### src/rtl/matrix_writeback.sv
// matrix_writeback: captures a packed matrix result and serialises the active
// n x n (or single determinant) elements into byte-wide data memory, row-major,
// then reports done/error or enters a sticky halt on the end-of-program opcode.
module matrix_writeback #(
  parameter int ADDR_W  = 8,
  parameter int MAX_DIM = 5
) (
  input  logic                         clk,
  input  logic                         reset,
  input  logic                         start,
  input  logic [2:0]                   opcode,
  input  logic [MAX_DIM*MAX_DIM*8-1:0] result,
  input  logic [7:0]                   matriz_size,
  input  logic [ADDR_W-1:0]            base_addr,
  input  logic                         mem_ready,
  output logic                         mem_we,
  output logic [ADDR_W-1:0]            mem_addr,
  output logic [7:0]                   mem_wdata,
  output logic                         busy,
  output logic                         done,
  output logic                         error,
  output logic                         halted
);

  localparam int DATA_W = 8;
  localparam int RES_W  = MAX_DIM * MAX_DIM * DATA_W;
  localparam int CNT_W  = $clog2(MAX_DIM + 1);
  localparam int OFS_W  = $clog2(RES_W);
  localparam int LIN_W  = 2 * CNT_W + 1;

  localparam logic [2:0] OP_DET  = 3'b110;
  localparam logic [2:0] OP_HALT = 3'b111;

  typedef enum logic [1:0] {
    IDLE   = 2'd0,
    WRITE  = 2'd1,
    FINISH = 2'd2,
    HALT   = 2'd3
  } state_t;

  state_t state, state_d;

  logic [CNT_W-1:0] row, col, row_d, col_d;
  logic             err_q, err_d;
  logic             halt_ent_q, halt_ent_d;

  // Operands latched at start; the transfer never looks at the input ports again.
  logic [RES_W-1:0]  result_p0;
  logic [CNT_W-1:0]  size_p0;
  logic [ADDR_W-1:0] base_p0;
  logic              det_p0;

  logic                     capture;
  logic                     size_ok;
  logic                     col_end;
  logic                     last_elem;
  logic [OFS_W-1:0]         bit_ofs;
  logic [LIN_W-1:0]         lin;
  logic signed [DATA_W-1:0] elem;

  assign capture = (state == IDLE) && start;
  assign size_ok = (matriz_size >= 8'd2) && (matriz_size <= 8'(MAX_DIM));

  // The packed result always uses MAX_DIM-wide rows; memory uses n-wide rows.
  assign bit_ofs = OFS_W'(DATA_W) * (OFS_W'(row) * OFS_W'(MAX_DIM) + OFS_W'(col));
  assign elem    = result_p0[bit_ofs +: DATA_W];
  assign lin     = LIN_W'(row) * LIN_W'(size_p0) + LIN_W'(col);

  assign col_end   = (col == size_p0 - CNT_W'(1));
  // A determinant produces a single scalar stored at element (0,0).
  assign last_elem = det_p0 || (col_end && (row == size_p0 - CNT_W'(1)));

  // Capture stage: operand registers loaded only on an accepted start
  always_ff @(posedge clk) begin
    if (capture) begin
      result_p0 <= result;
      size_p0   <= matriz_size[CNT_W-1:0];
      base_p0   <= base_addr;
      det_p0    <= (opcode == OP_DET);
    end
  end

  // Control state: FSM state, element counters and pending flags
  always_ff @(posedge clk) begin
    if (reset) begin
      state      <= IDLE;
      row        <= '0;
      col        <= '0;
      err_q      <= 1'b0;
      halt_ent_q <= 1'b0;
    end else begin
      state      <= state_d;
      row        <= row_d;
      col        <= col_d;
      err_q      <= err_d;
      halt_ent_q <= halt_ent_d;
    end
  end

  // Next-state, counter advance and output decode
  always_comb begin
    state_d    = state;
    row_d      = row;
    col_d      = col;
    err_d      = err_q;
    halt_ent_d = 1'b0;
    mem_we     = 1'b0;
    mem_addr   = '0;
    mem_wdata  = '0;
    busy       = (state != IDLE);
    done       = 1'b0;
    error      = 1'b0;
    halted     = 1'b0;

    case (state)
      IDLE: begin
        if (start) begin
          row_d = '0;
          col_d = '0;
          err_d = 1'b0;
          if (opcode == OP_HALT) begin
            state_d    = HALT;
            halt_ent_d = 1'b1;
          end else if (!size_ok) begin
            err_d   = 1'b1;
            state_d = FINISH;
          end else begin
            state_d = WRITE;
          end
        end
      end

      WRITE: begin
        mem_we    = 1'b1;
        mem_addr  = base_p0 + ADDR_W'(lin);
        mem_wdata = elem;
        if (mem_ready) begin
          if (last_elem) begin
            state_d = FINISH;
          end else if (col_end) begin
            col_d = '0;
            row_d = row + CNT_W'(1);
          end else begin
            col_d = col + CNT_W'(1);
          end
        end
      end

      FINISH: begin
        done    = 1'b1;
        error   = err_q;
        err_d   = 1'b0;
        state_d = IDLE;
      end

      HALT: begin
        halted = 1'b1;
        done   = halt_ent_q;
      end

      default: state_d = IDLE;
    endcase
  end

endmodule

### config.mk
export PLATFORM = sky130hd
export DESIGN_NAME = matrix_writeback
export DESIGN_NICKNAME = d
export VERILOG_FILES = /design/src/rtl/matrix_writeback.sv
export SDC_FILE = /design/constraint.sdc
export NUM_CORES = 1
export LEC_CHECK = 0
export BUFFER_PORTS_ARGS = -buffer_cell sky130_fd_sc_hd__buf_2
export CORE_ASPECT_RATIO = 1.25
export CORE_MARGIN = 4
export CORE_UTILIZATION = 48
export CTS_CLUSTER_DIAMETER = 40
export DETAILED_ROUTE_END_ITERATION = 6
export PLACE_DENSITY_LB_ADDON = 0.08
export SLEW_MARGIN = 20
export SYNTH_ARGS = -nofsm -noshare
export SYNTH_HDL_FRONTEND = slang
export SYNTH_SLANG_ARGS = --single-unit
### constraint.sdc
create_clock -name clk -period 12.61 [get_ports clk]
set_clock_uncertainty 0.05 [all_clocks]
set_input_delay 1.261 -clock clk [delete_from_list [all_inputs] [get_ports clk]]
set_output_delay 1.261 -clock clk [all_outputs]
set_load 0.005 [all_outputs]
==> flow_summary.json, run 1 <==
{
  "postLayoutSetupSlackWorst_ns": 6.94,
  "antenna_violations_before_repair": 3,
  "commonest_non_fill_non_tap_cells_in_the_layout": "sky130_fd_sc_hd__buf_2, sky130_fd_sc_hd__edfxtp_1, sky130_fd_sc_hd__nand2_1",
  "instances_no_fill": 1120,
  "synth.avg_cell_area_um2": 16.7,
  "synth_edf_count": 212,
  "critical_path.cell_chain": "nand2_1 -> fa_1 -> fa_1 -> fa_1 -> fa_1 -> nor2b_1 -> o21ai_0 -> a21boi_0 -> nor3_1 -> or3b_2 -> buf_2",
  "seq_area_um2": 6570,
  "multi_input_area_um2": 2940,
  "critical_path_rt_ns": 11.30,
  "post-dp-hpwl_mm": 15.7,
  "rows": 57,
  "clkLatencyLatePin_ns": 0.52,
  "final.period_utilization_pct": 44.9,
  "end_kind": "output pin",
  "area_growth_syn_to_layout_pct": 26.1,
  "final_period_minus_worst_setup_slack_ns": 5.67,
  "synth.top_cell.area_share_pct": 66.0,
  "grt_first_pass_wirelength_mm": 33.9,
  "die_height_um": 166,
  "detail_route.iter0.violations": 399,
  "postSynthCellCount": 579,
  "dominant_cell_type_by_area_after_synthesis": "sky130_fd_sc_hd__edfxtp_1",
  "pwr_density_cell_nw_per_um2": 154,
  "global_route.usage.met2_pct": 34.7,
  "placed_cells": 1066,
  "grt_pass1_vias": 6492,
  "ys_top_cells_by_area": "sky130_fd_sc_hd__edfxtp_1, sky130_fd_sc_hd__mux4_2, sky130_fd_sc_hd__ha_1, sky130_fd_sc_hd__mux2i_1, sky130_fd_sc_hd__dfxtp_1",
  "setup.worst_path.class": "reg -> out",
  "intPower_w": 0.00146,
  "net-switching-power_w": 0.000411,
  "pin_count": 244,
  "postSynth.topFlopCell": "sky130_fd_sc_hd__edfxtp_1",
  "start_kind": "flip-flop",
  "aggregate_global_route_resource_usage_pct": 19.3,
  "netlist-cell-type-count": 53,
  "drc": 0,
  "via_per_inst": 5.30,
  "seqPwrFrac_pct": 48.7,
  "report.final.setup_viol": 0,
  "vdd_drop_max_v": 0.000111,
  "drt-wirelength-per-cell_um": 19.6,
  "layout-drive-gt1-share_pct": 39.8,
  "ant_nets": 0,
  "clock_path_buffers": 3,
  "post-place-ws_ns": 7.45,
  "global_route_track_usage_on_met3_pct": 4.19,
  "crit_buf_inv": 1,
  "n_fill_cell": 1501,
  "switching_share_pct": 21.9,
  "layout_commonest_cell": "sky130_fd_sc_hd__buf_2",
  "fmax_mhz": 177,
  "critical_path.max_stage_delay_ns": 0.55,
  "synth_seq_cells": 222,
  "share_of_async_settable_or_async_resettable_flops_after_synthesis_pct": 0,
  "cts_tree": "built",
  "detailedRoute.firstPassIterationCount": 5,
  "busiest_layer": "met2",
  "max-slew-margin-rel_pct": 28.3,
  "family_with_the_most_delay_on_the_worst_path": "adder cells",
  "crit_path_top_delay_cell": "sky130_fd_sc_hd__fa_1",
  "cts_post_setup_buffers_inserted": 0,
  "cellLeakagePower_nw": 4.75,
  "outcome": "complete, no violations",
  "slew_viol_final": 0,
  "mappedNetlistArea_um2": 9650,
  "post_cts_resize_count": 0,
  "finalWirelength_mm": 21.9,
  "placeableCoreArea_um2": 19600,
  "grt_setup_unrepaired": "no",
  "max_cap_violations": 0,
  "timing.final.hold_violations": 0,
  "crit_fanout": 8,
  "p_total_w": 0.00187,
  "power.clock.fraction_pct": 43.7,
  "die_w_um": 135,
  "gr-usage-met1_pct": 23.4,
  "actual_slew_at_the_worst_max_slew_pin_ns": 1.07,
  "syn-num-nets": 841,
  "grt_overflow": 0,
  "starting_density_pct": 49.2,
  "worst_ep_arrival_time_ns": 4.35,
  "synth-seq-area-share_pct": 68.1,
  "place.port_buffers": 243,
  "grt_start_max_net_pins": 127,
  "fin_nets": 1094,
  "cts_num_sinks": 222,
  "timing.hold.worst.class": "reg -> reg",
  "hold_fix_buffer_count_after_cts": 0,
  "totalNegativeSetupSlack_ns": 0,
  "p_comb_share_pct": 7.6,
  "num_vias": 5937,
  "number_of_h_tree_levels": 1,
  "cts_inserted_buffers": 29,
  "globalplace.congestion": 0.844,
  "critical_path_s_most_frequent_cell": "sky130_fd_sc_hd__fa_1",
  "clk_slew_on_worst_s_h_paths_ns": 0.06,
  "postLayoutCoreUtil_pct": 62.0,
  "fp.dieArea_um2": 22400,
  "cts-root-buf": "sky130_fd_sc_hd__clkbuf_16",
  "yosysWarnings": 0
}
[final cells by class]
type / count / area share (%)
flip-flops and latches: 222 / 54.0
multi-input cells: 308 / 24.2
repair buffers: 246 / 10.2
clock buffers: 30 / 6.00
well taps: 265 / 2.73
clock inverters: 21 / 2.05
inverters: 25 / 0.833
diodes: 3 / 0.0617
[worst reg2reg max path: cells and delay by family, from the launching register on]
| kind | cells | cell delay (ns) |
|---|---|---|
| buf+inv | 3 | 1.76 |
| flops | 1 | 0.36 |
| fa+ha+maj | 1 | 0.26 |
| simple gates | 1 | 0.20 |
[power by group through the flow]
stage / clock [W] / combinational (W) / sequential [W]
after detailed placement: 0 / 0.000145 / 0.000927
after floorplan: 0 / 0.0000795 / 0.000934
after CTS: 0.000836 / 0.000146 / 0.000913
after global routing: 0.000871 / 0.000158 / 0.000918
after global placement: 0 / 0.000141 / 0.000923
final: 0.000818 / 0.000142 / 0.000912
[synthesized netlist by cell type, types with 7 or more instances]
| library cell | instances |
|---|---|
| sky130_fd_sc_hd__a21oi_1 | 24 |
| sky130_fd_sc_hd__a221o_1 | 8 |
| sky130_fd_sc_hd__a22o_1 | 8 |
| sky130_fd_sc_hd__and4_1 | 8 |
| sky130_fd_sc_hd__buf_2 | 11 |
| sky130_fd_sc_hd__clkbuf_1 | 11 |
| sky130_fd_sc_hd__dfxtp_1 | 10 |
| sky130_fd_sc_hd__edfxtp_1 | 212 |
| sky130_fd_sc_hd__fa_1 | 8 |
| sky130_fd_sc_hd__ha_1 | 31 |
| sky130_fd_sc_hd__inv_1 | 24 |
| sky130_fd_sc_hd__mux2i_1 | 32 |
| sky130_fd_sc_hd__mux4_2 | 32 |
| sky130_fd_sc_hd__nand2_1 | 48 |
| sky130_fd_sc_hd__nand3_1 | 7 |
| sky130_fd_sc_hd__nand4_1 | 10 |
| sky130_fd_sc_hd__nand4b_1 | 8 |
| sky130_fd_sc_hd__nor2_1 | 14 |
| sky130_fd_sc_hd__nor3_1 | 7 |
[path summary, 6_finish.rpt]
check                                 end                   from  slack (ns)  depth (start not counted)
setup / recovery              mem_addr[7]    row[1]$_SDFFE_PP0P_        6.94                         11
hold / removal         err_q$_SDFFE_PP0P_     err_q$_SDFFE_PP0P_        0.44                          2
setup reg to reg  result_p0[71]$_DFFE_PP_  state[1]$_SDFFE_PP0P_        9.54                          5
hold reg to reg        err_q$_SDFFE_PP0P_     err_q$_SDFFE_PP0P_        0.44                          2
[logic make-up after synthesis]
| group | count (synthesis) | synth area share [%] |
|---|---|---|
| DFF | 222 | 68.1 |
| and+or+nand+nor | 130 | 7.51 |
| AOI/OAI and AO/OA | 64 | 4.57 |
| muxes | 64 | 10.8 |
| buffers and inverters | 49 | 2.09 |
| adders and majority gates | 39 | 5.68 |
| xor gates and xnor gates | 11 | 1.28 |
[metrics by stage]
stage / hold slack, ns / cell area [um^2]
after floorplan: 0.395 / 9650
after global placement: 0.411 / 11200
after detailed placement: 0.428 / 11200
after CTS: 0.439 / 12200
after global routing: 0.487 / 12200
final: 0.435 / 12200
[routing by layer]
layer / vias to the layer above / share of wire, % / wire length, um
met3: 32 / 7.5 / 1650
met4: 0 / 2.1 / 459
li1: 2784 / - / -
met1: 2896 / 38 / 8220
met2: 225 / 53 / 11600
met5: - / 0 / 0
[registers in the layout (all words and copies together), names as in the netlist]
name	cells
result_p0	200
base_p0	8
col	3
row	3
size_p0	3
state	2
det_p0	1
err_q	1
halt_ent_q	1
(Power assumes the default switching activity.)
==> run 2, diff against run 1 <==
==> constraint.sdc (replaced) <==
create_clock -name clk -period 5.1 [get_ports clk]
set_clock_uncertainty 0.05 [all_clocks]
set_input_delay 0.51 -clock clk [delete_from_list [all_inputs] [get_ports clk]]
set_output_delay 0.51 -clock clk [all_outputs]
set_load 0.005 [all_outputs]
==> run 2 against run 1 <==
Global-route usage fell by 0.076 points. Worst setup slack worse by 6.7 ns. First-iteration DRC count is 21% lower. Routed wire length up 0.73%. Sequential share of layout area is 0.072 points higher. Final cell count grew 0.54%. Critical path type unchanged. Largest cell class unchanged.
==> flow_summary.json, run 2 (same netlist as run 1, synthesis figures left out) <==
{
  "antenna_violations_before_repair": 3,
  "largest_register_ff_count": 200,
  "finalWirelength_mm": 22.1,
  "detailedRoute.firstPassIterationCount": 4,
  "timing.final.hold_violations": 0,
  "cts_post_setup_buffers_inserted": 0,
  "max-slew-margin-rel_pct": 32.4,
  "max_flop_register": "result_p0",
  "grt_pass1_vias": 6439,
  "grt_setup_unrepaired": "no",
  "n_fill_cell": 1514,
  "fp.dieArea_um2": 22400,
  "global_route_track_usage_on_met3_pct": 5.49,
  "postLayoutCoreUtil_pct": 61.9,
  "cts-root-buf": "sky130_fd_sc_hd__clkbuf_16",
  "pin_count": 244,
  "globalplace.congestion": 0.824,
  "post_cts_resize_count": 0,
  "busiest_layer": "met2",
  "grt_start_max_net_pins": 102,
  "ant_nets": 0,
  "hold_fix_buffer_count_after_cts": 0,
  "grt_overflow": 0,
  "end_kind": "output pin",
  "cts_inserted_buffers": 29,
  "aggregate_global_route_resource_usage_pct": 19.2,
  "number_of_h_tree_levels": 1,
  "outcome": "complete, no violations",
  "drt-wirelength-per-cell_um": 19.6,
  "fmax_mhz": 207,
  "reg_top3": "result_p0 (200), base_p0 (8)",
  "final.period_utilization_pct": 94.6,
  "via_per_inst": 5.31,
  "die_w_um": 135,
  "placeableCoreArea_um2": 19600,
  "cts_tree": "built",
  "clk_slew_on_worst_s_h_paths_ns": 0.06,
  "slew_viol_final": 0,
  "post-place-ws_ns": 0.733,
  "clock_path_buffers": 3,
  "timing.hold.worst.class": "in -> reg",
  "actual_slew_at_the_worst_max_slew_pin_ns": 1.01,
  "area_growth_syn_to_layout_pct": 25.9,
  "totalNegativeSetupSlack_ns": 0,
  "layout_commonest_cell": "sky130_fd_sc_hd__buf_2",
  "global_route.usage.met2_pct": 34.2,
  "worst_ep_arrival_time_ns": 4.26,
  "fin_nets": 1099,
  "setup.worst_path.class": "reg -> out",
  "commonest_non_fill_non_tap_cells_in_the_layout": "sky130_fd_sc_hd__buf_2, sky130_fd_sc_hd__edfxtp_1, sky130_fd_sc_hd__nand2_1",
  "layout-drive-gt1-share_pct": 40.0,
  "rows": 57,
  "crit_fanout": 8,
  "place.port_buffers": 243,
  "critical_path_rt_ns": 4.54,
  "cellLeakagePower_nw": 4.75,
  "post-dp-hpwl_mm": 16.2,
  "postLayoutSetupSlackWorst_ns": 0.278,
  "drc": 0,
  "cts_num_sinks": 222,
  "die_height_um": 166,
  "detail_route.iter0.violations": 317,
  "grt_first_pass_wirelength_mm": 33.7,
  "final_period_minus_worst_setup_slack_ns": 4.82,
  "gr-usage-met1_pct": 22.8,
  "vdd_drop_max_v": 0.000279,
  "pwr_density_cell_nw_per_um2": 374,
  "report.final.setup_viol": 0,
  "start_kind": "flip-flop",
  "num_vias": 5979,
  "max_cap_violations": 0,
  "clkLatencyLatePin_ns": 0.52,
  "starting_density_pct": 49.2
}
## run 2: critical path: stages, from the launching register on
cell and delay (ns):
sky130_fd_sc_hd__dfxtp_1 0.49, sky130_fd_sc_hd__nand2_1 0.12, sky130_fd_sc_hd__fa_1 0.54, sky130_fd_sc_hd__fa_1 0.44, sky130_fd_sc_hd__fa_1 0.51, sky130_fd_sc_hd__fa_1 0.46
sky130_fd_sc_hd__nor2b_1 0.16, sky130_fd_sc_hd__o21ai_0 0.13, sky130_fd_sc_hd__a21boi_1 0.25, sky130_fd_sc_hd__nor3_1 0.08, sky130_fd_sc_hd__or3b_2 0.43, sky130_fd_sc_hd__buf_2 0.14
## run 2: layout make-up
cell class / count / area, um^2 / share of cell area, %
sequential: 222 / 6570 / 54.1
multi-input combinational: 308 / 2920 / 24.0
timing repair buffer: 251 / 1290 / 10.6
clock buffer: 31 / 733 / 6.04
tap: 265 / 332 / 2.73
clock inverter: 21 / 205 / 1.69
inverter: 25 / 97.6 / 0.804
antenna: 3 / 7.51 / 0.0618
## run 2: worst paths after layout
path | startpoint | to | slack (ns) | depth (start not counted)
setup reg to reg | state[1]$_SDFFE_PP0P_ | row[1]$_SDFFE_PP0P_ | 2.33 | 7
hold / removal | result[102] | result_p0[102]$_DFFE_PP_ | 0.10 | 1
hold reg to reg | err_q$_SDFFE_PP0P_ | err_q$_SDFFE_PP0P_ | 0.44 | 2
setup / recovery | row[1]$_SDFFE_PP0P_ | mem_addr[7] | 0.28 | 11
## run 2: report_power, final
group	internal, W	switching, W	total [W]
logic	0.000156	0.000204	0.000360
clock network	0.00116	0.000772	0.00193
registers	0.00221	0.0000440	0.00225
total	0.00352	0.00102	0.00454
## run 2: layer usage
| metal | part of all wire (%) | up-vias |
|---|---|---|
| met5 | 0 | - |
| met4 | 2.1 | 0 |
| met3 | 8.4 | 38 |
| met2 | 52 | 222 |
| met1 | 37 | 2917 |
| li1 | - | 2802 |
## run 2: per-stage QoR
stage	instances	hold slack [ns]	cell area, um^2	total power, W
after floorplan	579	0.395	9650	0.00249
after global placement	1071	0.409	11200	0.00264
after detailed placement	1071	0.436	11200	0.00266
after CTS	1123	0.0814	12100	0.00459
after global routing	1126	0.0677	12100	0.00474
final	1126	0.102	12100	0.00454
